[src/rtl/lcd_bus_writer_pkg.sv]
// lcd_pkg
// Shared definitions for the LCD bus writer: RS encoding, the request
// entry layout held in the FIFO, bus FSM state encoding and the default
// 20 MHz timing constants.
//   RS_CMD / RS_DATA  : values driven on lcd_rs for command / data writes
//   lcd_req_t         : 9-bit FIFO entry {rs, byte}
//   ST_*              : bus FSM states
//   T_*_DEF           : default cycle counts for the 20 MHz panel clock
package lcd_pkg;

  localparam logic RS_CMD  = 1'b0;
  localparam logic RS_DATA = 1'b1;

  typedef struct packed {
    logic       rs;
    logic [7:0] val;
  } lcd_req_t;

  localparam logic [2:0] ST_IDLE  = 3'd0;
  localparam logic [2:0] ST_SETUP = 3'd1;
  localparam logic [2:0] ST_PULSE = 3'd2;
  localparam logic [2:0] ST_HOLD  = 3'd3;
  localparam logic [2:0] ST_EXEC  = 3'd4;

  localparam int T_SETUP_DEF = 2;
  localparam int T_PULSE_DEF = 10;
  localparam int T_HOLD_DEF  = 2;
  localparam int T_EXEC_DEF  = 1440;

  // Largest of the four phase lengths; sizes the shared phase counter.
  function automatic int max_of4(input int a, input int b, input int c, input int d);
    int m;
    m = a;
    if (b > m) m = b;
    if (c > m) m = c;
    if (d > m) m = d;
    return m;
  endfunction

endpackage

[src/rtl/lcd_bus_writer_if.sv]
// lcd_bus_writer_if
// Bundles the upstream request strobes and the LCD panel pins.
//   dr/direc   : command request level and byte
//   wr/dbi     : data request level and byte
//   lcd_rs/rw/e/db : 6800-style panel bus
//   busy/overflow  : status back to the requester
// Modport slave is the writer's view, master is the requester/panel side.
interface lcd_bus_writer_if;
  logic       dr;
  logic [7:0] direc;
  logic       wr;
  logic [7:0] dbi;
  logic       lcd_rs;
  logic       lcd_rw;
  logic       lcd_e;
  logic [7:0] lcd_db;
  logic       busy;
  logic       overflow;

  modport slave (
    input  dr, direc, wr, dbi,
    output lcd_rs, lcd_rw, lcd_e, lcd_db, busy, overflow
  );

  modport master (
    output dr, direc, wr, dbi,
    input  lcd_rs, lcd_rw, lcd_e, lcd_db, busy, overflow
  );
endinterface

[src/rtl/lcd_bus_writer_fifo.sv]
// lcd_req_fifo
// Request FIFO of DEPTH 9-bit entries with two push ports written in the
// same cycle (cmd port first, data port second) and one pop port.
//   clk, rst            : clock, asynchronous active-low reset
//   push_cmd/cmd_entry  : first push port
//   push_data/data_entry: second push port
//   pop                 : remove head (ignored when empty)
//   head                : current head entry
//   empty / empty_next  : occupancy now / after this clock edge
//   drop                : a push request this cycle was rejected
module lcd_req_fifo
  import lcd_pkg::*;
#(
  parameter int DEPTH = 4
) (
  input  logic     clk,
  input  logic     rst,
  input  logic     push_cmd,
  input  lcd_req_t cmd_entry,
  input  logic     push_data,
  input  lcd_req_t data_entry,
  input  logic     pop,
  output lcd_req_t head,
  output logic     empty,
  output logic     empty_next,
  output logic     drop
);

  localparam int AW = $clog2(DEPTH);
  localparam int CW = AW + 1;

  lcd_req_t      mem [DEPTH];
  logic [AW-1:0] wr_ptr;
  logic [AW-1:0] rd_ptr;
  logic [AW-1:0] wr_ptr_data;
  logic [CW-1:0] count;
  logic [CW-1:0] count_next;
  logic [CW-1:0] free;
  logic          pop_ok;
  logic          acc_cmd;
  logic          acc_data;

  // A same-cycle pop frees its slot before pushes are judged, so a full
  // FIFO being drained still accepts one push. The data entry needs a
  // slot beyond whatever the cmd entry took.
  always_comb begin
    pop_ok      = pop && (count != '0);
    free        = CW'(DEPTH) - count + CW'(pop_ok);
    acc_cmd     = push_cmd && (free != '0);
    acc_data    = push_data && (free > CW'(acc_cmd));
    wr_ptr_data = acc_cmd ? wr_ptr + AW'(1) : wr_ptr;
    drop        = (push_cmd && !acc_cmd) || (push_data && !acc_data);
    count_next  = count + CW'(acc_cmd) + CW'(acc_data) - CW'(pop_ok);
  end

  always_ff @(posedge clk or negedge rst) begin
    if (!rst) begin
      wr_ptr <= '0;
      rd_ptr <= '0;
      count  <= '0;
    end else begin
      wr_ptr <= wr_ptr + AW'(acc_cmd) + AW'(acc_data);
      rd_ptr <= rd_ptr + AW'(pop_ok);
      count  <= count_next;
    end
  end

  // Storage needs no reset: the pointers decide what is valid.
  always_ff @(posedge clk) begin
    if (acc_cmd)  mem[wr_ptr]      <= cmd_entry;
    if (acc_data) mem[wr_ptr_data] <= data_entry;
  end

  assign head       = mem[rd_ptr];
  assign empty      = (count == '0);
  assign empty_next = (count_next == '0);

endmodule

[src/rtl/lcd_bus_writer.sv]
// lcd_bus_writer
// Turns command/data request edges into timed 6800-style LCD write cycles,
// buffering requests in lcd_req_fifo so the requester never waits on the
// panel's execution time.
//   clk  : system clock (20 MHz)
//   rst  : asynchronous active-low reset
//   bus  : lcd_bus_writer_if.slave (requests in, panel pins and status out)
module lcd_bus_writer
  import lcd_pkg::*;
#(
  parameter int T_SETUP = T_SETUP_DEF,
  parameter int T_PULSE = T_PULSE_DEF,
  parameter int T_HOLD  = T_HOLD_DEF,
  parameter int T_EXEC  = T_EXEC_DEF,
  parameter int DEPTH   = 4
) (
  input logic clk,
  input logic rst,
  lcd_bus_writer_if.slave bus
);

  localparam int T_MAX = max_of4(T_SETUP, T_PULSE, T_HOLD, T_EXEC);
  localparam int CNT_W = (T_MAX > 1) ? $clog2(T_MAX) : 1;

  logic             dr_q;
  logic             wr_q;
  logic             cmd_edge;
  logic             data_edge;
  logic [2:0]       state;
  logic [2:0]       state_nxt;
  logic [CNT_W-1:0] cnt;
  logic [CNT_W-1:0] cnt_nxt;
  logic             pop;
  lcd_req_t         head;
  lcd_req_t         cmd_entry;
  lcd_req_t         data_entry;
  logic             fifo_empty;
  logic             fifo_empty_next;
  logic             drop;
  logic             rs_q;
  logic [7:0]       db_q;
  logic             e_q;
  logic             busy_q;
  logic             overflow_q;

  assign cmd_edge   = bus.dr & ~dr_q;
  assign data_edge  = bus.wr & ~wr_q;
  assign cmd_entry  = '{rs: RS_CMD,  val: bus.direc};
  assign data_entry = '{rs: RS_DATA, val: bus.dbi};
  assign pop        = (state == ST_IDLE) && !fifo_empty;

  lcd_req_fifo #(.DEPTH(DEPTH)) u_fifo (
    .clk        (clk),
    .rst        (rst),
    .push_cmd   (cmd_edge),
    .cmd_entry  (cmd_entry),
    .push_data  (data_edge),
    .data_entry (data_entry),
    .pop        (pop),
    .head       (head),
    .empty      (fifo_empty),
    .empty_next (fifo_empty_next),
    .drop       (drop)
  );

  // Each phase reloads the shared counter with its length minus one and
  // advances once the counter has run down to zero.
  always_comb begin
    state_nxt = state;
    cnt_nxt   = cnt;
    case (state)
      ST_IDLE: begin
        if (!fifo_empty) begin
          state_nxt = ST_SETUP;
          cnt_nxt   = CNT_W'(T_SETUP - 1);
        end
      end
      ST_SETUP: begin
        if (cnt == '0) begin
          state_nxt = ST_PULSE;
          cnt_nxt   = CNT_W'(T_PULSE - 1);
        end else begin
          cnt_nxt = cnt - CNT_W'(1);
        end
      end
      ST_PULSE: begin
        if (cnt == '0) begin
          state_nxt = ST_HOLD;
          cnt_nxt   = CNT_W'(T_HOLD - 1);
        end else begin
          cnt_nxt = cnt - CNT_W'(1);
        end
      end
      ST_HOLD: begin
        if (cnt == '0) begin
          state_nxt = ST_EXEC;
          cnt_nxt   = CNT_W'(T_EXEC - 1);
        end else begin
          cnt_nxt = cnt - CNT_W'(1);
        end
      end
      ST_EXEC: begin
        if (cnt == '0) begin
          state_nxt = ST_IDLE;
          cnt_nxt   = '0;
        end else begin
          cnt_nxt = cnt - CNT_W'(1);
        end
      end
      default: begin
        state_nxt = ST_IDLE;
        cnt_nxt   = '0;
      end
    endcase
  end

  // E and busy are registered from next-state values so they line up
  // exactly with the phase boundaries and never glitch.
  always_ff @(posedge clk or negedge rst) begin
    if (!rst) begin
      dr_q       <= 1'b0;
      wr_q       <= 1'b0;
      state      <= ST_IDLE;
      cnt        <= '0;
      rs_q       <= RS_CMD;
      db_q       <= 8'h00;
      e_q        <= 1'b0;
      busy_q     <= 1'b0;
      overflow_q <= 1'b0;
    end else begin
      dr_q       <= bus.dr;
      wr_q       <= bus.wr;
      state      <= state_nxt;
      cnt        <= cnt_nxt;
      e_q        <= (state_nxt == ST_PULSE);
      busy_q     <= (state_nxt != ST_IDLE) || !fifo_empty_next;
      overflow_q <= overflow_q | drop;
      if (pop) begin
        rs_q <= head.rs;
        db_q <= head.val;
      end
    end
  end

  assign bus.lcd_rs   = rs_q;
  assign bus.lcd_rw   = 1'b0;
  assign bus.lcd_e    = e_q;
  assign bus.lcd_db   = db_q;
  assign bus.busy     = busy_q;
  assign bus.overflow = overflow_q;

endmodule

[src/flat_wrapper.sv]
// flat-port wrapper written by rule: the top's interface ports become plain ports
module lcd_bus_writer_flat import lcd_pkg::*;
#(
  parameter int T_SETUP = T_SETUP_DEF,
  parameter int T_PULSE = T_PULSE_DEF,
  parameter int T_HOLD  = T_HOLD_DEF,
  parameter int T_EXEC  = T_EXEC_DEF,
  parameter int DEPTH   = 4
)
  (clk, rst, bus_dr, bus_direc, bus_wr, bus_dbi, bus_lcd_rs, bus_lcd_rw, bus_lcd_e, bus_lcd_db, bus_busy, bus_overflow);
  lcd_bus_writer_if bus_i ();
  input logic clk;
  input logic rst;
  input wire logic [$bits(bus_i.dr)-1:0] bus_dr;
  input wire logic [$bits(bus_i.direc)-1:0] bus_direc;
  input wire logic [$bits(bus_i.wr)-1:0] bus_wr;
  input wire logic [$bits(bus_i.dbi)-1:0] bus_dbi;
  output wire logic [$bits(bus_i.lcd_rs)-1:0] bus_lcd_rs;
  output wire logic [$bits(bus_i.lcd_rw)-1:0] bus_lcd_rw;
  output wire logic [$bits(bus_i.lcd_e)-1:0] bus_lcd_e;
  output wire logic [$bits(bus_i.lcd_db)-1:0] bus_lcd_db;
  output wire logic [$bits(bus_i.busy)-1:0] bus_busy;
  output wire logic [$bits(bus_i.overflow)-1:0] bus_overflow;
  assign bus_i.dr = bus_dr;
  assign bus_i.direc = bus_direc;
  assign bus_i.wr = bus_wr;
  assign bus_i.dbi = bus_dbi;
  assign bus_lcd_rs = bus_i.lcd_rs;
  assign bus_lcd_rw = bus_i.lcd_rw;
  assign bus_lcd_e = bus_i.lcd_e;
  assign bus_lcd_db = bus_i.lcd_db;
  assign bus_busy = bus_i.busy;
  assign bus_overflow = bus_i.overflow;
  lcd_bus_writer #(.T_SETUP(T_SETUP), .T_PULSE(T_PULSE), .T_HOLD(T_HOLD), .T_EXEC(T_EXEC), .DEPTH(DEPTH)) u_core (.clk(clk), .rst(rst), .bus(bus_i));
endmodule
[config.mk]
export PLATFORM = sky130hd
export DESIGN_NAME = lcd_bus_writer_flat
export DESIGN_NICKNAME = d
export VERILOG_FILES = /design/src/rtl/lcd_bus_writer_pkg.sv /design/src/rtl/lcd_bus_writer_if.sv /design/src/rtl/lcd_bus_writer_fifo.sv /design/src/rtl/lcd_bus_writer.sv /design/src/flat_wrapper.sv
export SDC_FILE = /design/constraint.sdc
export NUM_CORES = 1
export LEC_CHECK = 0
export ABC_AREA = 1
export CAP_MARGIN = 10
export CELL_PAD_IN_SITES_DETAIL_PLACEMENT = 0
export CELL_PAD_IN_SITES_GLOBAL_PLACEMENT = 1
export CORE_MARGIN = 8
export CORE_UTILIZATION = 44
export CTS_CLUSTER_DIAMETER = 40
export CTS_CLUSTER_SIZE = 40
export DETAILED_ROUTE_END_ITERATION = 8
export GPL_ROUTABILITY_DRIVEN = 0
export PLACE_DENSITY = 0.9
export SLEW_MARGIN = 15
export SYNTH_ARGS = -nofsm -noshare
export SYNTH_HDL_FRONTEND = slang
export SYNTH_HIERARCHICAL = 1
export SYNTH_SLANG_ARGS = --single-unit
export TNS_END_PERCENT = 30
[constraint.sdc]
create_clock -name clk -period 6.3 [get_ports clk]
set_input_delay 0.63 -clock clk [delete_from_list [all_inputs] [get_ports clk]]
set_output_delay 0.63 -clock clk [all_outputs]
set_load 0.03 [all_outputs]
==> implementation parameters <==
Parameter                              Value

Routing
  Initial detailed-routing violation count    around 360
  Max Used Layer    met4
  DRT antenna net count    0
  Total via count after detailed routing    3,258
  Pre-Repair DR Iteration Count    5
  Average detailed-routed wire length per instance    approximately 15 µm
  Final wirelength    around 9 mm
  Via count normalized by instance count    ~5.2
  Met3 wire length    around 560 µm
  Length of routed wiring on met1    approximately 4.0 mm
  Routed length on met2    approximately 4.5 mm
  Remaining design rule violation count    0

Setup path
  Worst Path Buf+Inv    8
  Critical path peak fanout    11
  Type of the worst setup path    flip-flop to flip-flop
  Kind of cell adding the most delay to the critical path    simple AND/OR/NAND/NOR gates
  Category of the worst setup path capture point    flip-flop
  Data arrival time of the critical path    a little over 5 ns
  Data required time of the worst path    ~6.5 ns
  Maximum cell stage delay along the critical path    between 0.6 and 0.7 ns
  Type of origin of the critical path    flip-flop
  Max stage delay cell, worst path    nor3_1
  Critical path's most frequent cell    inv_1
  Register-to-register path setup slack    1.37 ns

Global routing
  GRT Util Overall    15.2%
  Initial antenna violation count    0
  Aggregate global routing overflow    0
  Number of global-route vias before repair    3,317
  Global-route wire length before repair    between 15 and 20 mm
  Largest net degree at the start of global routing    42

Yosys
  Synth warn    6
  Number of enable flip-flop cells after synthesis    36
  Proportion of synthesized chip area in sequential cells    a little under half
  Ys async rst share    a little under 50%
  Synth Area per Inst    around 8.6 µm²
  Register bit total from synthesis    71
  Post-synthesis instance area    between 0.004 and 0.005 mm²
  Synth unique cells    33
  Main synth FF type    edfxtp_1
  Number of instances in the synthesized netlist    between 400 and 500

Cells and area
  Most common cell after layout, fill and taps aside    nand2_1
  Cell area after layout    about 0.0046 mm²
  Number of nets in the layout    about 540
  Signed area change from the synthesized netlist to the final layout    13.2%
  Most frequent cells in the layout    143 x nand2_1, 46 x nor2_1, 40 x inv_1, 40 x nand4_1, 36 x edfxtp_1
  Fraction of final layout cells with drive strength greater than 1    around 11%
  Number of antenna repair diodes    0

Placed design
  Standard cell area after detailed placement    approximately 0.0044 mm²
  HPWL Detailed    between 6 and 7 mm
  PortBufs    31

STA
  Worst slack on hold paths    approximately 0.36 ns
  Worst-case clock skew    between 0.009 and 0.01 ns
  Final count of pins violating max slew    0
  Slew of the pin with the lowest slew margin    approximately 0.85 ns
  Slew headroom    between 40% and 50%
  Setup repair after global routing missed its margin    no
  Final period demand of the worst path    roughly 5 ns
  Number of hold-slack violations in the final timing report    0
  Setup violation total in the final timing report    0
  Max Fclk    approximately 200 MHz
  Final cycle utilization of the critical path    about four fifths
  Setup Total Neg Slack    0 ns

Clock network
  Post-cts resize count    0
  CTS clock-pin slew for the worst setup and hold paths    ~0.090 ns
  # Post-CTS Setup Buffers    0
  TritonCTS clock tree    built
  Clock latency on the worst-skew pair    ~0.35 ns
  Count of hold-fix buffers inserted at cts    0
  Maximum root-to-sink buffer count    2
  H-tree levels    3
  Root Buffer    clkbuf_8
  Total clock buffers created by CTS    9
  Clock sink total    a little over 70

Floorplanning
  CORE AREA    0.00915 mm²
  Area of the die    0.0126 mm²
  Cell row count    35
  Chip width    112 µm
  Boundary Pins    33
  Starting density of the core    around 45%
  Die span in y    about 110 µm

Min path
  Class of the worst hold path    input port to asynchronous set/reset pin

Pwr
  Worst IR Drop VDD    about 0.00027 V
  Leakage power    about 0.0021 µW
  Total power per unit cell area    about 520 mW/mm²

Outcome
  Result of the run    complete, no violations

Run
  MaxCap Viol Count    0
## per-stage QoR
stage | cells | util (%) | power (µW) | worst slack, ns
3_3_place_gp | 608 | 48.6 | 2040 | 1.44
5_1_grt | 624 | 50.6 | 2620 | 0.889
6_report | 624 | 50.6 | 2420 | 1.37
4_1_cts | 624 | 50.6 | 2430 | 1.32
2_1_floorplan | 484 | - | 1780 | 1.49
3_5_place_dp | 608 | 48.6 | 2070 | 1.34
## cells in the mapped netlist, types with 3 or more instances
library cell / number / area [µm²]
buf_2: 4 / 20.0
dfrtp_1: 35 / 876
clkbuf_1: 4 / 15.0
nand3_4: 4 / 70.1
o21ai_0: 18 / 90.1
o21ai_1: 4 / 20.0
inv_1: 40 / 150
nand3_1: 14 / 70.1
xor2_1: 9 / 78.8
buf_4: 9 / 67.6
fa_1: 3 / 60.1
ha_1: 10 / 125
nor3_1: 3 / 15.0
nand2_2: 8 / 50.1
nand3_2: 5 / 50.1
nand4_1: 40 / 250
nor2_1: 46 / 173
edfxtp_1: 36 / 1080
o22ai_1: 13 / 81.3
inv_2: 9 / 33.8
nand2_1: 143 / 537
nor2_2: 4 / 25.0
## cell families after synthesis
family | after synthesis | share of synthesized area [%]
and+or+nand+nor | 273 | 32.0
DFF | 71 | 47.8
buffers and inverters | 68 | 7.55
AOI/OAI and AO/OA | 39 | 5.54
adders and majority gates | 13 | 4.53
xor gates and xnor gates | 11 | 2.35
other | 2 | 0.184
## cell type report
type / count / area [µm²]
Clock inverter: 7 / 63.8
Tap cell: 111 / 139
Clock buffer: 9 / 124
Timing Repair Buffer: 32 / 313
Sequential cell: 71 / 1960
Inverter: 49 / 184
Fill cell: 847 / 4520
Multi-Input combinational cell: 345 / 1850
## final timing paths
path	from	end	cells after the start
worst max-delay path	u_core/u_fifo/count[2]	u_core/bus.busy	26
worst min-delay path	rst	u_core/cnt[7]	1
worst max register to register	u_core/u_fifo/count[2]	u_core/bus.busy	26
worst min register to register	u_core/bus.overflow	u_core/bus.overflow	1
max in group asynchronous	rst	u_core/u_fifo/rd_ptr[1]	1
min in group clk	u_core/bus.overflow	u_core/bus.overflow	1
## routing by layer
| layer | up-vias | track usage, % |
|---|---|---|
| li1 | 1644 | - |
| met1 | 1485 | 18.5 |
| met2 | 121 | 25.7 |
| met5 | - | 0 |
| met4 | 0 | 5.31 |
| met3 | 8 | 3.54 |
## registers in the layout, indices dropped and copies added (netlist names)
register              flops
u_core/bus.busy           1
u_core/bus.lcd_db         8
u_core/bus.lcd_e          1
u_core/bus.lcd_rs         1
u_core/bus.overflow       1
u_core/cnt               11
u_core/dr_q               1
u_core/state              3
u_core/u_fifo/count       3
u_core/u_fifo/mem        36
u_core/u_fifo/rd_ptr      2
u_core/u_fifo/wr_ptr      2
u_core/wr_q               1
## power by group
part	switching, µW	internal, µW
clock network	194	152
registers	118	667
logic	873	416
(Power assumes the default switching activity.)
